## src/rtl/spc700_io_regs_if.sv

```systemverilog
// CPU-side bus of the SPC700 I/O window: address, write data and strobes in,
// combinational read data and window select out.
interface spc700_io_regs_if;
    logic        ce;
    logic [15:0] a_in;
    logic [7:0]  d_in;
    logic        we_n;
    logic [7:0]  d_out;
    logic        sel;

    modport master (
        output ce,
        output a_in,
        output d_in,
        output we_n,
        input  d_out,
        input  sel
    );

    modport slave (
        input  ce,
        input  a_in,
        input  d_in,
        input  we_n,
        output d_out,
        output sel
    );
endinterface

```

## src/rtl/spc700_io_regs.sv

```systemverilog
// SPC700 $00F0-$00FF I/O responder: control, DSP passthrough, host mailbox,
// scratch registers and three interval timers with read-to-clear outputs.
module spc700_io_regs #(
    parameter int T01_DIV = 128,
    parameter int T2_DIV  = 16
) (
    input  logic            clk,
    input  logic            rst_n,
    spc700_io_regs_if.slave bus,
    output logic            ipl_en,
    output logic [7:0]      dsp_addr,
    output logic [7:0]      dsp_do,
    output logic            dsp_we,
    input  logic [7:0]      dsp_di,
    input  logic [1:0]      host_addr,
    input  logic            host_wr,
    input  logic [7:0]      host_din,
    output logic [7:0]      host_dout
);

    localparam int P01_W = (T01_DIV > 1) ? $clog2(T01_DIV) : 1;
    localparam int P2_W  = (T2_DIV > 1) ? $clog2(T2_DIV) : 1;
    localparam logic [P01_W-1:0] P01_LAST = P01_W'(T01_DIV - 1);
    localparam logic [P2_W-1:0]  P2_LAST  = P2_W'(T2_DIV - 1);

    logic [7:0]      test_q, test_d;
    logic [7:0]      control_q, control_d;
    logic [7:0]      dsp_addr_q, dsp_addr_d;
    logic [7:0]      dsp_do_q, dsp_do_d;
    logic            dsp_we_q, dsp_we_d;
    logic [3:0][7:0] in_port_q, in_port_d;
    logic [3:0][7:0] out_port_q, out_port_d;
    logic [1:0][7:0] scratch_q, scratch_d;
    logic [2:0][7:0] target_q, target_d;
    logic [2:0][7:0] stage_q, stage_d;
    logic [2:0][3:0] cnt_q, cnt_d;
    logic [P01_W-1:0] presc01_q, presc01_d;
    logic [P2_W-1:0]  presc2_q, presc2_d;

    logic            sel;
    logic            acc;
    logic            wr;
    logic            rd;
    logic            wr_ctrl;
    logic [3:0]      reg_idx;
    logic            tick01;
    logic            tick2;
    logic [2:0]      tick;
    logic [2:0]      en_rise;
    logic [2:0]      hit;
    logic [2:0]      rd_cnt;
    logic [2:0][7:0] stage_inc;
    logic [7:0]      rdata;
    logic            unused_bits;

    // ---------------------------------------------------------------
    // Address decode
    // ---------------------------------------------------------------
    assign sel     = (bus.a_in[15:4] == 12'h00F);
    assign acc     = bus.ce & sel;
    assign wr      = acc & ~bus.we_n;
    assign rd      = acc & bus.we_n;
    assign reg_idx = bus.a_in[3:0];
    assign wr_ctrl = wr & (reg_idx == 4'h1);
    assign rd_cnt  = {rd & (reg_idx == 4'hF),
                      rd & (reg_idx == 4'hE),
                      rd & (reg_idx == 4'hD)};

    assign bus.sel = sel;

    always_comb begin
        rdata = 8'h00;
        if (sel) begin
            case (reg_idx)
                4'h2:    rdata = dsp_addr_q;
                4'h3:    rdata = dsp_di;
                4'h4,
                4'h5,
                4'h6,
                4'h7:    rdata = in_port_q[reg_idx[1:0]];
                4'h8,
                4'h9:    rdata = scratch_q[reg_idx[0]];
                4'hD:    rdata = {4'h0, cnt_q[0]};
                4'hE:    rdata = {4'h0, cnt_q[1]};
                4'hF:    rdata = {4'h0, cnt_q[2]};
                default: rdata = 8'h00;
            endcase
        end
    end

    assign bus.d_out = rdata;

    // ---------------------------------------------------------------
    // Free-running prescalers: down-counters that tick on the CE that
    // finds them at zero, so the first tick lands on the DIV-th CE.
    // ---------------------------------------------------------------
    assign tick01 = bus.ce & (presc01_q == '0);
    assign tick2  = bus.ce & (presc2_q == '0);
    assign tick   = {tick2, tick01, tick01};

    always_comb begin
        presc01_d = presc01_q;
        presc2_d  = presc2_q;
        if (bus.ce) begin
            presc01_d = (presc01_q == '0) ? P01_LAST : presc01_q - 1'b1;
            presc2_d  = (presc2_q == '0) ? P2_LAST : presc2_q - 1'b1;
        end
    end

    // ---------------------------------------------------------------
    // Timer stage and output counters
    // ---------------------------------------------------------------
    always_comb begin
        for (int n = 0; n < 3; n++) begin
            stage_inc[n] = stage_q[n] + 8'd1;
            en_rise[n]   = wr_ctrl & bus.d_in[n] & ~control_q[n];
            hit[n]       = tick[n] & control_q[n] & (stage_inc[n] == target_q[n]);
        end
    end

    // An enabling write beats a coincident tick; a read-clear that meets an
    // increment leaves the counter at 1 so the new event is not lost.
    always_comb begin
        stage_d = stage_q;
        cnt_d   = cnt_q;
        for (int n = 0; n < 3; n++) begin
            if (en_rise[n]) begin
                stage_d[n] = 8'h00;
                cnt_d[n]   = 4'h0;
            end else if (tick[n] & control_q[n]) begin
                stage_d[n] = hit[n] ? 8'h00 : stage_inc[n];
                if (hit[n]) begin
                    cnt_d[n] = cnt_q[n] + 4'h1;
                end
            end
            if (rd_cnt[n]) begin
                cnt_d[n] = {3'b000, hit[n]};
            end
        end
    end

    // ---------------------------------------------------------------
    // Register file writes and host mailbox
    // ---------------------------------------------------------------
    always_comb begin
        test_d     = test_q;
        control_d  = control_q;
        dsp_addr_d = dsp_addr_q;
        dsp_do_d   = dsp_do_q;
        out_port_d = out_port_q;
        scratch_d  = scratch_q;
        target_d   = target_q;
        dsp_we_d   = wr & (reg_idx == 4'h3);
        if (wr) begin
            case (reg_idx)
                4'h0:    test_d     = bus.d_in;
                4'h1:    control_d  = bus.d_in;
                4'h2:    dsp_addr_d = bus.d_in;
                4'h3:    dsp_do_d   = bus.d_in;
                4'h4,
                4'h5,
                4'h6,
                4'h7:    out_port_d[reg_idx[1:0]] = bus.d_in;
                4'h8,
                4'h9:    scratch_d[reg_idx[0]] = bus.d_in;
                4'hA:    target_d[0] = bus.d_in;
                4'hB:    target_d[1] = bus.d_in;
                4'hC:    target_d[2] = bus.d_in;
                default: ;
            endcase
        end
    end

    // Host write is applied last so it wins over a CONTROL port clear.
    always_comb begin
        in_port_d = in_port_q;
        if (wr_ctrl & bus.d_in[4]) begin
            in_port_d[0] = 8'h00;
            in_port_d[1] = 8'h00;
        end
        if (wr_ctrl & bus.d_in[5]) begin
            in_port_d[2] = 8'h00;
            in_port_d[3] = 8'h00;
        end
        if (host_wr) begin
            in_port_d[host_addr] = host_din;
        end
    end

    // ---------------------------------------------------------------
    // State
    // ---------------------------------------------------------------
    always_ff @(posedge clk or negedge rst_n) begin
        if (!rst_n) begin
            test_q     <= 8'h0A;
            control_q  <= 8'hB0;
            dsp_addr_q <= 8'h00;
            dsp_do_q   <= 8'h00;
            dsp_we_q   <= 1'b0;
            in_port_q  <= '0;
            out_port_q <= '0;
            scratch_q  <= '0;
            target_q   <= '0;
            stage_q    <= '0;
            cnt_q      <= '0;
            presc01_q  <= P01_LAST;
            presc2_q   <= P2_LAST;
        end else begin
            test_q     <= test_d;
            control_q  <= control_d;
            dsp_addr_q <= dsp_addr_d;
            dsp_do_q   <= dsp_do_d;
            dsp_we_q   <= dsp_we_d;
            in_port_q  <= in_port_d;
            out_port_q <= out_port_d;
            scratch_q  <= scratch_d;
            target_q   <= target_d;
            stage_q    <= stage_d;
            cnt_q      <= cnt_d;
            presc01_q  <= presc01_d;
            presc2_q   <= presc2_d;
        end
    end

    assign ipl_en    = control_q[7];
    assign dsp_addr  = dsp_addr_q;
    assign dsp_do    = dsp_do_q;
    assign dsp_we    = dsp_we_q;
    assign host_dout = out_port_q[host_addr];

    // TEST and the spare CONTROL bits are stored but drive nothing.
    assign unused_bits = ^{test_q, control_q[6:3]};

endmodule

```

## src/flat_wrapper.sv

```systemverilog
// flat-port wrapper written by rule: the top's interface ports become plain ports
module spc700_io_regs_flat 
#(
    parameter int T01_DIV = 128,
    parameter int T2_DIV  = 16
)
  (clk, rst_n, ipl_en, dsp_addr, dsp_do, dsp_we, dsp_di, host_addr, host_wr, host_din, host_dout, bus_ce, bus_a_in, bus_d_in, bus_we_n, bus_d_out, bus_sel);
  spc700_io_regs_if bus_i ();
  input  logic clk;
  input  logic rst_n;
  output logic ipl_en;
  output logic [7:0] dsp_addr;
  output logic [7:0] dsp_do;
  output logic dsp_we;
  input  logic [7:0] dsp_di;
  input  logic [1:0] host_addr;
  input  logic host_wr;
  input  logic [7:0] host_din;
  output logic [7:0] host_dout;
  input wire logic [$bits(bus_i.ce)-1:0] bus_ce;
  input wire logic [$bits(bus_i.a_in)-1:0] bus_a_in;
  input wire logic [$bits(bus_i.d_in)-1:0] bus_d_in;
  input wire logic [$bits(bus_i.we_n)-1:0] bus_we_n;
  output wire logic [$bits(bus_i.d_out)-1:0] bus_d_out;
  output wire logic [$bits(bus_i.sel)-1:0] bus_sel;
  assign bus_i.ce = bus_ce;
  assign bus_i.a_in = bus_a_in;
  assign bus_i.d_in = bus_d_in;
  assign bus_i.we_n = bus_we_n;
  assign bus_d_out = bus_i.d_out;
  assign bus_sel = bus_i.sel;
  spc700_io_regs #(.T01_DIV(T01_DIV), .T2_DIV(T2_DIV)) u_core (.clk(clk), .rst_n(rst_n), .bus(bus_i), .ipl_en(ipl_en), .dsp_addr(dsp_addr), .dsp_do(dsp_do), .dsp_we(dsp_we), .dsp_di(dsp_di), .host_addr(host_addr), .host_wr(host_wr), .host_din(host_din), .host_dout(host_dout));
endmodule
```

## config.mk

```make
export PLATFORM = sky130hd
export DESIGN_NAME = spc700_io_regs_flat
export DESIGN_NICKNAME = d
export VERILOG_FILES = /design/src/rtl/spc700_io_regs_if.sv /design/src/rtl/spc700_io_regs.sv /design/src/flat_wrapper.sv
export SDC_FILE = /design/constraint.sdc
export NUM_CORES = 1
export LEC_CHECK = 0
export BUFFER_PORTS_ARGS = -buffer_cell sky130_fd_sc_hd__buf_2
export CAP_MARGIN = 30
export CORE_UTILIZATION = 55
export CTS_CLUSTER_DIAMETER = 40
export CTS_CLUSTER_SIZE = 20
export DETAILED_ROUTE_END_ITERATION = 10
export PLACE_DENSITY = 0.77
export SLEW_MARGIN = 10
export SYNTH_ARGS = -nofsm -noshare
export SYNTH_HDL_FRONTEND = slang
export SYNTH_SLANG_ARGS = --single-unit
```

## constraint.sdc

```tcl
create_clock -name clk -period 3 [get_ports clk]
set_input_delay 0.45 -clock clk [delete_from_list [all_inputs] [get_ports clk]]
set_output_delay 0.45 -clock clk [all_outputs]
set_load 0.02 [all_outputs]
```

==> summary.txt <==
Final layout
  – Synth-to-Final Area Change: 14.1%
  – Sequential cell area: 0.00432 sq mm
  – Nets: 892
  – Multi-input logic area: 0.00412 sq mm
  – Layout cell share with drive strength beyond 1: 0.301
  – Antenna cells: 0
  – Cell Count, Final, Fillers Out: 1,059
  – Fill cell count: 1,177

Timing
  – Worst Max-Slew Pin Slew: 0.772 ns
  – Fmax: 0.351 GHz
  – Period utilization: 0.949
  – Fin. max-slew vios: 0
  – Setup violations, final: 0
  – RSZ-0062 raised after global routing: false
  – Relative slew slack: 0.483
  – Fin Setup TNS: 0 ns
  – Fin Clk Skew: 0.0134 ns
  – Final hold violations: 34
  – Fin crit period: 2.85 ns
  – Hold Slack: -0.0110 ns

Clocking
  – Number of gates resized after cts: 0
  – Hold_buf cts: 0
  – Clock latency on the worst-skew pair: 0.44 ns
  – CTS tree: yes
  – Root Buffer: clkbuf_16
  – Longest Clk Path Bufs: 2
  – # clock sinks: 172
  – Post-CTS setup buffers: 0
  – CTS H-tree lvls: 4
  – Clk slew on worst S/H paths: 0.07 ns
  – Number of buffers created by CTS: 17

Floorplan
  – Placeable Area: 0.0153 sq mm
  – Row count: 45
  – I/O pin total: 82
  – Effective utilization at floorplan: 0.566
  – DIE HEIGHT: 128 microns
  – Full die area: 0.0163 sq mm
  – DIE WIDTH: 128 microns

Power
  – Leakage power figure: 4.90 nW
  – Maximum VDD drop: 0.000444 V
  – PwrDens: 569 mW/mm^2
  – Total power: 5.63 mW

Status
  – Failing checks: hold timing
  – Status: complete, but fails checks

Drt
  – Avg WL per Cell: 19.9 microns
  – Via count: 6,493
  – Total Wirelength: 21,000 microns
  – DRC: 0
  – Initial drt markers: 623
  – Vias/cell: 6.13
  – Detail Route Antenna Nets: 0
  – DRT Pass-1 Iters: 5

Yosys
  – Syn_area_per_cell: 11.6 sq um
  – Synthesized Nets: 805
  – Post-synth EDFFs: 0
  – Ys async rst share: 1.00
  – Ys Warns: 0
  – Ys flop type: dfrtp_1
  – FF+latch count, synth: 172
  – Synth area leader: dfrtp_1
  – Seq/Total Area, Yosys: 0.498
  – Synthesized instance count: 748
  – Synthesized area: 0.00867 sq mm
  – Synth top cells by count: dfrtp_1, nand2_1, mux2_2
  – Most frequent cell after synthesis: dfrtp_1
  – Library cells used by synthesis: 65
  – Synth area leaders: dfrtp_1, mux2_2, mux4_2
  – Area fraction of the dominant cell type after synthesis: 0.462

Placed design
  – IO Port Bufs: 81
  – HPWL Detailed: 14,700 microns
  – GP Congestion: 0.879
  – Dpl cells: 1,027

Setup path
  – Flop2flop setup slack: 0.29 ns
  – CP Launch Type: input port
  – Reg-to-Reg Start: u_core.stage_q[19]
  – Worst EP arrival: 2.40 ns
  – R2R depth: 8
  – Setup Crit Path Kind: in2out
  – Worst EP required: 2.55 ns
  – Crit. End Element: output port
  – RR Endpoint: u_core.cnt_q[8]
  – Worst-path maximum fanout: 5

Global routing
  – Largest net degree at the start of global routing: 84
  – Vias in the first global route: 6,762
  – Tot GR Track Use: 0.278
  – First-pass GRT wire length: 34,500 microns
  – Global route total overflow: 0
  – Initial antenna violation count: 0

Worst hold path
  – Min-Delay Path Class: in2async

Job
  – Max_cap viols: 0
critical path: stages:
cell     delay [ns]
buf_2          0.10
or4_1          0.58
or3_1          0.51
inv_1          0.13
nand2_1        0.13
a31oi_1        0.28
buf_2          0.22
layout make-up:
class                           count  area share
Sequential cell                   172       0.437
Multi-Input combinational cell    522       0.416
Clock inverter                     13      0.0106
Tap cell                          211      0.0267
Inverter                           21     0.00797
Timing Repair Buffer              101      0.0580
Clock buffer                       19      0.0438
flip-flops by register name, summed over array words and instances, names as in the netlist:
| signal | count |
|---|---|
| u_core.in_port_q | 32 |
| u_core.presc01_q | 7 |
| u_core.scratch_q | 16 |
| u_core.dsp_addr | 8 |
| u_core.stage_q | 24 |
| u_core.target_q | 24 |
| u_core.dsp_do | 8 |
| u_core.dsp_we | 1 |
| u_core.presc2_q | 4 |
| u_core.out_port_q | 32 |
| u_core.cnt_q | 12 |
| u_core.control_q | 4 |
cell usage in the layout (no fill, tap or decap), types with 4 or more instances in the layout:
cell,count
and3_1,9
mux2_1,9
mux4_2,16
o31ai_1,5
a21o_1,4
a22oi_1,10
o21ai_0,15
nor3_1,9
xnor2_1,10
nand2_1,92
nand4_1,11
inv_1,20
mux2_2,84
mux2i_1,9
a22o_1,41
clkbuf_16,17
dfstp_2,12
and2_1,4
dfrtp_1,160
a31oi_1,17
nor2b_1,17
o311ai_0,4
xor2_1,21
a221oi_1,4
o22ai_1,4
nor2_1,23
buf_4,19
nand2b_1,12
ha_1,9
buf_2,80
a21oi_1,12
nand3_1,21
inv_6,7
metrics by stage:
stage | worst slack [ns] | cell area (sq um) | utilization
2_1_floorplan | 0.359 | 8670 | -
3_3_place_gp | 0.231 | 9350 | 0.611
3_5_place_dp | 0.182 | 9350 | 0.611
4_1_cts | 0.191 | 9890 | 0.646
5_1_grt | 0.106 | 9890 | 0.646
6_report | 0.152 | 9890 | 0.646
logic make-up (layout without fill, tap and decap cells):
logic type,count (synthesis),in the layout,synth area share
fa+ha+maj,10,10,0.0144
mux,118,118,0.173
buf+inv,54,154,0.0271
simple gates,220,220,0.129
compound gates,141,141,0.122
flops,172,172,0.498
xor+xnor,33,33,0.0367
metal layers:
layer	part of all wire	track usage
met1	0.42	0.353
met4	0.016	0.0973
met5	0	0
met3	0.057	0.0561
met2	0.51	0.475
worst max-delay path by stage:
stage,from,end,slack [ns],cells past startpoint
finish,bus_a_in[10],bus_d_out[3],0.15,7
global route,u_core.stage_q[19],u_core.cnt_q[8],0.11,8
CTS,bus_a_in[10],bus_d_out[3],0.19,7
detailed placement,bus_a_in[10],bus_d_out[3],0.18,7
global placement,bus_a_in[10],bus_d_out[3],0.23,7
floorplan,bus_a_in[10],bus_d_out[0],0.36,5
where the power goes:
part	internal (mW)	switching, mW
clock network	1.08	0.973
registers	2.57	0.187
logic	0.364	0.451
Power figures use the tool's default switching activity.
